## src/rtl/freqmeter.sv

```systemverilog
// Edge-counting frequency (edges per gate window) and period (clk cycles between rising edges) meter.
// Latency: sig_in rise to edge 2-3 cycles; freq/period register one cycle after window close / edge.
// No backpressure: freq_valid and per_valid are single-cycle strobes and are not held for a consumer.
module freqmeter #(
  parameter int F0     = 50_000_000,
  parameter int F_GATE = 1_000,
  parameter int FREQ_W = 16,
  parameter int PER_W  = 24
) (
  input  logic              clk,
  input  logic              rst_n,
  input  logic              sig_in,
  output logic [FREQ_W-1:0] freq,
  output logic              freq_valid,
  output logic              freq_ovf,
  output logic [PER_W-1:0]  period,
  output logic              per_valid,
  output logic              per_ovf
);

  localparam int GATE = F0 / F_GATE;
  localparam int G_W  = (GATE > 1) ? $clog2(GATE) : 1;
  localparam logic [G_W-1:0]    G_LAST = G_W'(GATE - 1);
  localparam logic [FREQ_W-1:0] F_MAX  = '1;
  localparam logic [PER_W-1:0]  P_MAX  = '1;

  // input conditioning
  logic s1_q, s1_d, s2_q, s2_d, s3_q, s3_d;
  logic sig_edge;

  // gate window
  logic [G_W-1:0] g_q, g_d;
  logic           win_close;

  // edge counting
  logic [FREQ_W-1:0] ecnt_q, ecnt_d, ecnt_next;
  logic              sat_q, sat_d;
  logic [FREQ_W-1:0] freq_q, freq_d;
  logic              freq_ovf_q, freq_ovf_d;
  logic              freq_valid_q, freq_valid_d;

  // period counting
  logic [PER_W-1:0] pcnt_q, pcnt_d;
  logic             pcnt_full;
  logic             armed_q, armed_d;
  logic [PER_W-1:0] period_q, period_d;
  logic             per_ovf_q, per_ovf_d;
  logic             per_valid_q, per_valid_d;

  // Next-state logic: synchronizer, gate counter, saturating edge and period counters.
  always_comb begin
    // Synchronize sig_in and detect its rising edge one flop later.
    s1_d     = sig_in;
    s2_d     = s1_q;
    s3_d     = s2_q;
    sig_edge = s2_q & ~s3_q;

    win_close = (g_q == G_LAST);
    g_d       = win_close ? '0 : g_q + 1'b1;

    // An edge landing on the closing cycle belongs to the closing window.
    ecnt_next = (sig_edge && (ecnt_q != F_MAX)) ? ecnt_q + 1'b1 : ecnt_q;

    ecnt_d       = ecnt_next;
    sat_d        = sat_q | (ecnt_next == F_MAX);
    freq_d       = freq_q;
    freq_ovf_d   = freq_ovf_q;
    freq_valid_d = win_close;
    if (win_close) begin
      freq_d     = ecnt_next;
      freq_ovf_d = sat_q | (ecnt_next == F_MAX);
      ecnt_d     = '0;
      sat_d      = 1'b0;
    end

    // pcnt holds the number of cycles elapsed since the previous edge.
    pcnt_full   = (pcnt_q == P_MAX);
    pcnt_d      = sig_edge ? PER_W'(1) : (pcnt_full ? pcnt_q : pcnt_q + 1'b1);
    armed_d     = armed_q | sig_edge;
    per_valid_d = sig_edge & armed_q;
    period_d    = per_valid_d ? pcnt_q : period_q;
    per_ovf_d   = per_valid_d ? pcnt_full : per_ovf_q;
  end

  // State registers, all cleared asynchronously.
  always_ff @(posedge clk or negedge rst_n) begin
    if (!rst_n) begin
      s1_q         <= 1'b0;
      s2_q         <= 1'b0;
      s3_q         <= 1'b0;
      g_q          <= '0;
      ecnt_q       <= '0;
      sat_q        <= 1'b0;
      freq_q       <= '0;
      freq_ovf_q   <= 1'b0;
      freq_valid_q <= 1'b0;
      pcnt_q       <= '0;
      armed_q      <= 1'b0;
      period_q     <= '0;
      per_ovf_q    <= 1'b0;
      per_valid_q  <= 1'b0;
    end else begin
      s1_q         <= s1_d;
      s2_q         <= s2_d;
      s3_q         <= s3_d;
      g_q          <= g_d;
      ecnt_q       <= ecnt_d;
      sat_q        <= sat_d;
      freq_q       <= freq_d;
      freq_ovf_q   <= freq_ovf_d;
      freq_valid_q <= freq_valid_d;
      pcnt_q       <= pcnt_d;
      armed_q      <= armed_d;
      period_q     <= period_d;
      per_ovf_q    <= per_ovf_d;
      per_valid_q  <= per_valid_d;
    end
  end

  assign freq       = freq_q;
  assign freq_ovf   = freq_ovf_q;
  assign freq_valid = freq_valid_q;
  assign period     = period_q;
  assign per_ovf    = per_ovf_q;
  assign per_valid  = per_valid_q;

endmodule

```

## config.mk

```make
export PLATFORM = sky130hd
export DESIGN_NAME = freqmeter
export DESIGN_NICKNAME = d
export VERILOG_FILES = /design/src/rtl/freqmeter.sv
export SDC_FILE = /design/constraint.sdc
export NUM_CORES = 1
export LEC_CHECK = 0
export ABC_AREA = 1
export CORE_MARGIN = 1
export CORE_UTILIZATION = 45
export DETAILED_ROUTE_END_ITERATION = 8
export MAX_ROUTING_LAYER = met4
export PLACE_DENSITY = 0.61
export SLEW_MARGIN = 15
export SYNTH_ARGS = -nofsm -noshare
export SYNTH_HDL_FRONTEND = slang
export SYNTH_SLANG_ARGS = --single-unit
```

## constraint.sdc

```tcl
create_clock -name clk -period 2 [get_ports clk]
set_input_delay 0.5 -clock clk [delete_from_list [all_inputs] [get_ports clk]]
set_output_delay 0.5 -clock clk [all_outputs]
set_load 0.03 [all_outputs]
```

==> run metrics <==
Antenna Nets Post-Route=0; initial antenna violation count=0; largest net degree at the start of global routing=47; H-tree depth=3; Net Sw Frac=0.3179; max-slew violations=0; Avg Inst Size Synth=7.894 um2; CTS max path bufs=2; net switching power=around 1.5 mW; Cells after Synth=about 630; clock share of power=0.288; Std-Cell Rows=38; Post-Route Setup TNS=0 ps; Die Ht=between 100 and 150 um; stages on the worst setup path=1; Post-Syn Area=about 0.0050 mm2; sequential fraction of design power=0.516; CTS hold repair buffers=0; Max Freq=between 0.5 and 0.6 GHz; commonest non-fill, non-tap cell in the layout=nand2_1; Main synth FF type=dfrtp_1; max capacitance violation total=0; Vias=~4,300; number of flops mapped to enable cells by yosys=0; Fin. Hold Viols=0; Worst EP required=~1500 ps; WP data arrival=1440 ps; Top delay family on crit path=buffers and inverters; crit path kind=reg -> out; CTS tree=built; I/O Buffers=46; Int Pwr=between 3 and 4 mW; I/O pin count=47; CP startpoint kind=flop; WL/cell=about 13 um; full die area=between 0.01 and 0.015 mm2; vias per cell=just over 5; commonest cells after routing, fill and taps aside=nand2_1, dfrtp_1, nor2_1; DRT iter0 DRCs=around 230; clk_skew=between 7 and 8 ps; pre-CTS setup slack=roughly 55 ps; total chip power=between 4 and 5 mW; number of diodes=0; RR Startpoint=ecnt_q[1]; HP Class=in -> async; Gate power share=0.196; outcome=finished, final reports clean; Congestion Overflow GR=0; Peak VDD IR=around 0.50 mV; share of flip-flops with an asynchronous set or reset=1.000; Die Wd=around 110 um; Synth Register Bits=between 100 and 150; count of final setup violators=0; Worst R2R Path Depth=15; Clock Latency Late Sink=about 380 ps; Initial Utilization=0.4617; Yosys Warn Count=0; drt drc=0; Final WS setup=around 60 ps; Simple-Gate Fraction of Synth Area=0.2937; Routed Wire Length=approximately 11 mm; Leak Pwr=slightly below 3 nW; vias in the first global route=just over 4,000; multiplexer share of the synthesized area=0; Final nets=just over 700; core area=between 0.01 and 0.015 mm2; final RePlAce weighted congestion=0.9297; PwrDens=766.0 mW/mm2; P&R area growth vs syn=23.17%; crit path time final=slightly below 2000 ps; DP Wirelength=8.373 mm; syn nets=640; Clock transition at path regs=roughly 110 ps; nature of the critical path endpoint=primary output; Synth Area in Compound Gates=0.09375; Max-slew headroom=0.7326; largest family of logic cells by synthesized area=simple AND/OR/NAND/NOR gates; unrepaired setup endpoints after global routing=true; sequential share of the synthesized area=0.5250; XOR/XNOR Fraction of Synth Area=0.01225; layout cells sized above 1=0.1345; Adder-Cell Fraction of Synth Area=0.007500; crit-path cells=clkdlybuf4s50_1; worst-margin pin slew=approximately 400 ps; worst path bufs/invs=1; CTS Sinks=105; Pre-antenna DRT Iters=5; Slowest-stage cell, CP=clkdlybuf4s50_1; clock root buffer master=clkbuf_8; Worst Setup SP=freq[9]; Final Util=0.5687; CTS Buf Count=9; first-pass GRT wire length=19.24 mm; total track usage=0.2191; Synth cell types=32; CP peak stage delay=approximately 680 ps; worst hold slack=approximately 43 ps; Crit Path Max Fanout=2; fin crit share=0.9692
-- final timing paths --
kind	to	slack (ps)
worst min register to register	s2_q	370
worst min-delay path	period[1]	40
min in group clk	s2_q	370
max in group asynchronous	ecnt_q[2]	1310
worst max register to register	freq_ovf	90
worst max-delay path	freq[9]	60
-- what timing repair did --
action	4_1_cts	5_1_grt
pin swaps	0	11
resized for setup	1	30
buffers inserted	0	10
endpoints found under the setup margin	1	27
-- power by group through the flow --
| stage | combinational [mW] | sequential, mW | clock, mW |
|---|---|---|---|
| 2_1_floorplan | 0.461 | 2.50 | 0 |
| 3_3_place_gp | 0.837 | 2.46 | 0 |
| 3_5_place_dp | 0.828 | 2.46 | 0 |
| 4_1_cts | 0.836 | 2.42 | 1.40 |
| 5_1_grt | 1.03 | 2.46 | 1.48 |
| 6_report | 0.927 | 2.44 | 1.36 |
-- cell type report --
| type | count | area (um2) |
|---|---|---|
| fill | 1066 | 4676 |
| sequential | 105 | 2630 |
| multi-input combinational | 440 | 2138 |
| timing repair buffer | 76 | 725.7 |
| inverter | 77 | 291.5 |
| tap | 140 | 175.2 |
| clock buffer | 9 | 123.9 |
| clock inverter | 7 | 80.08 |
-- sequential cells by signal, indices dropped and copies added, names as in the netlist --
name        cells
per_ovf         1
per_valid       1
s1_q            1
g_q            16
armed_q         1
period         24
sat_q           1
s2_q            1
s3_q            1
freq_valid      1
ecnt_q         16
freq           16
pcnt_q         24
freq_ovf        1
-- cells in the mapped netlist (6+ instances only) --
| cell type | n | area, um2 |
|---|---|---|
| a21oi_1 | 34 | 170.2 |
| nand3_1 | 33 | 165.2 |
| nand2_2 | 6 | 37.54 |
| nand2_1 | 167 | 626.9 |
| inv_1 | 74 | 277.8 |
| nand4_1 | 11 | 68.82 |
| clkbuf_1 | 8 | 30.03 |
| nor3_1 | 16 | 80.08 |
| o21ai_0 | 46 | 230.2 |
| xor2_1 | 6 | 52.55 |
| dfrtp_1 | 105 | 2628 |
| nor2_1 | 86 | 322.8 |
| nor2_2 | 9 | 56.30 |
-- layer usage --
metal / up-vias / GRT usage / share of wire
li1: 2178 / - / -
met1: 2025 / 0.2952 / 0.48
met2: 91 / 0.3387 / 0.47
met3: 7 / 0.03027 / 0.032
met4: 0 / 0.08121 / 0.010
met5: - / - / 0
-- per-stage QoR --
step	std cells	instance area (um2)
4_1_cts	844	5992
5_1_grt	854	6165
3_5_place_dp	828	5781
3_3_place_gp	828	5781
6_report	854	6165
2_1_floorplan	634	5005
-- cells by family (layout without fill, tap and decap cells) --
logic type / count (synthesis) / in the layout
adders and majority gates: 3 / 3
AOI/OAI and AO/OA: 89 / 89
and+or+nand+nor: 341 / 341
xor gates and xnor gates: 7 / 7
DFF: 105 / 105
buffers and inverters: 89 / 169
No activity file was read; power rests on OpenSTA's default activity.
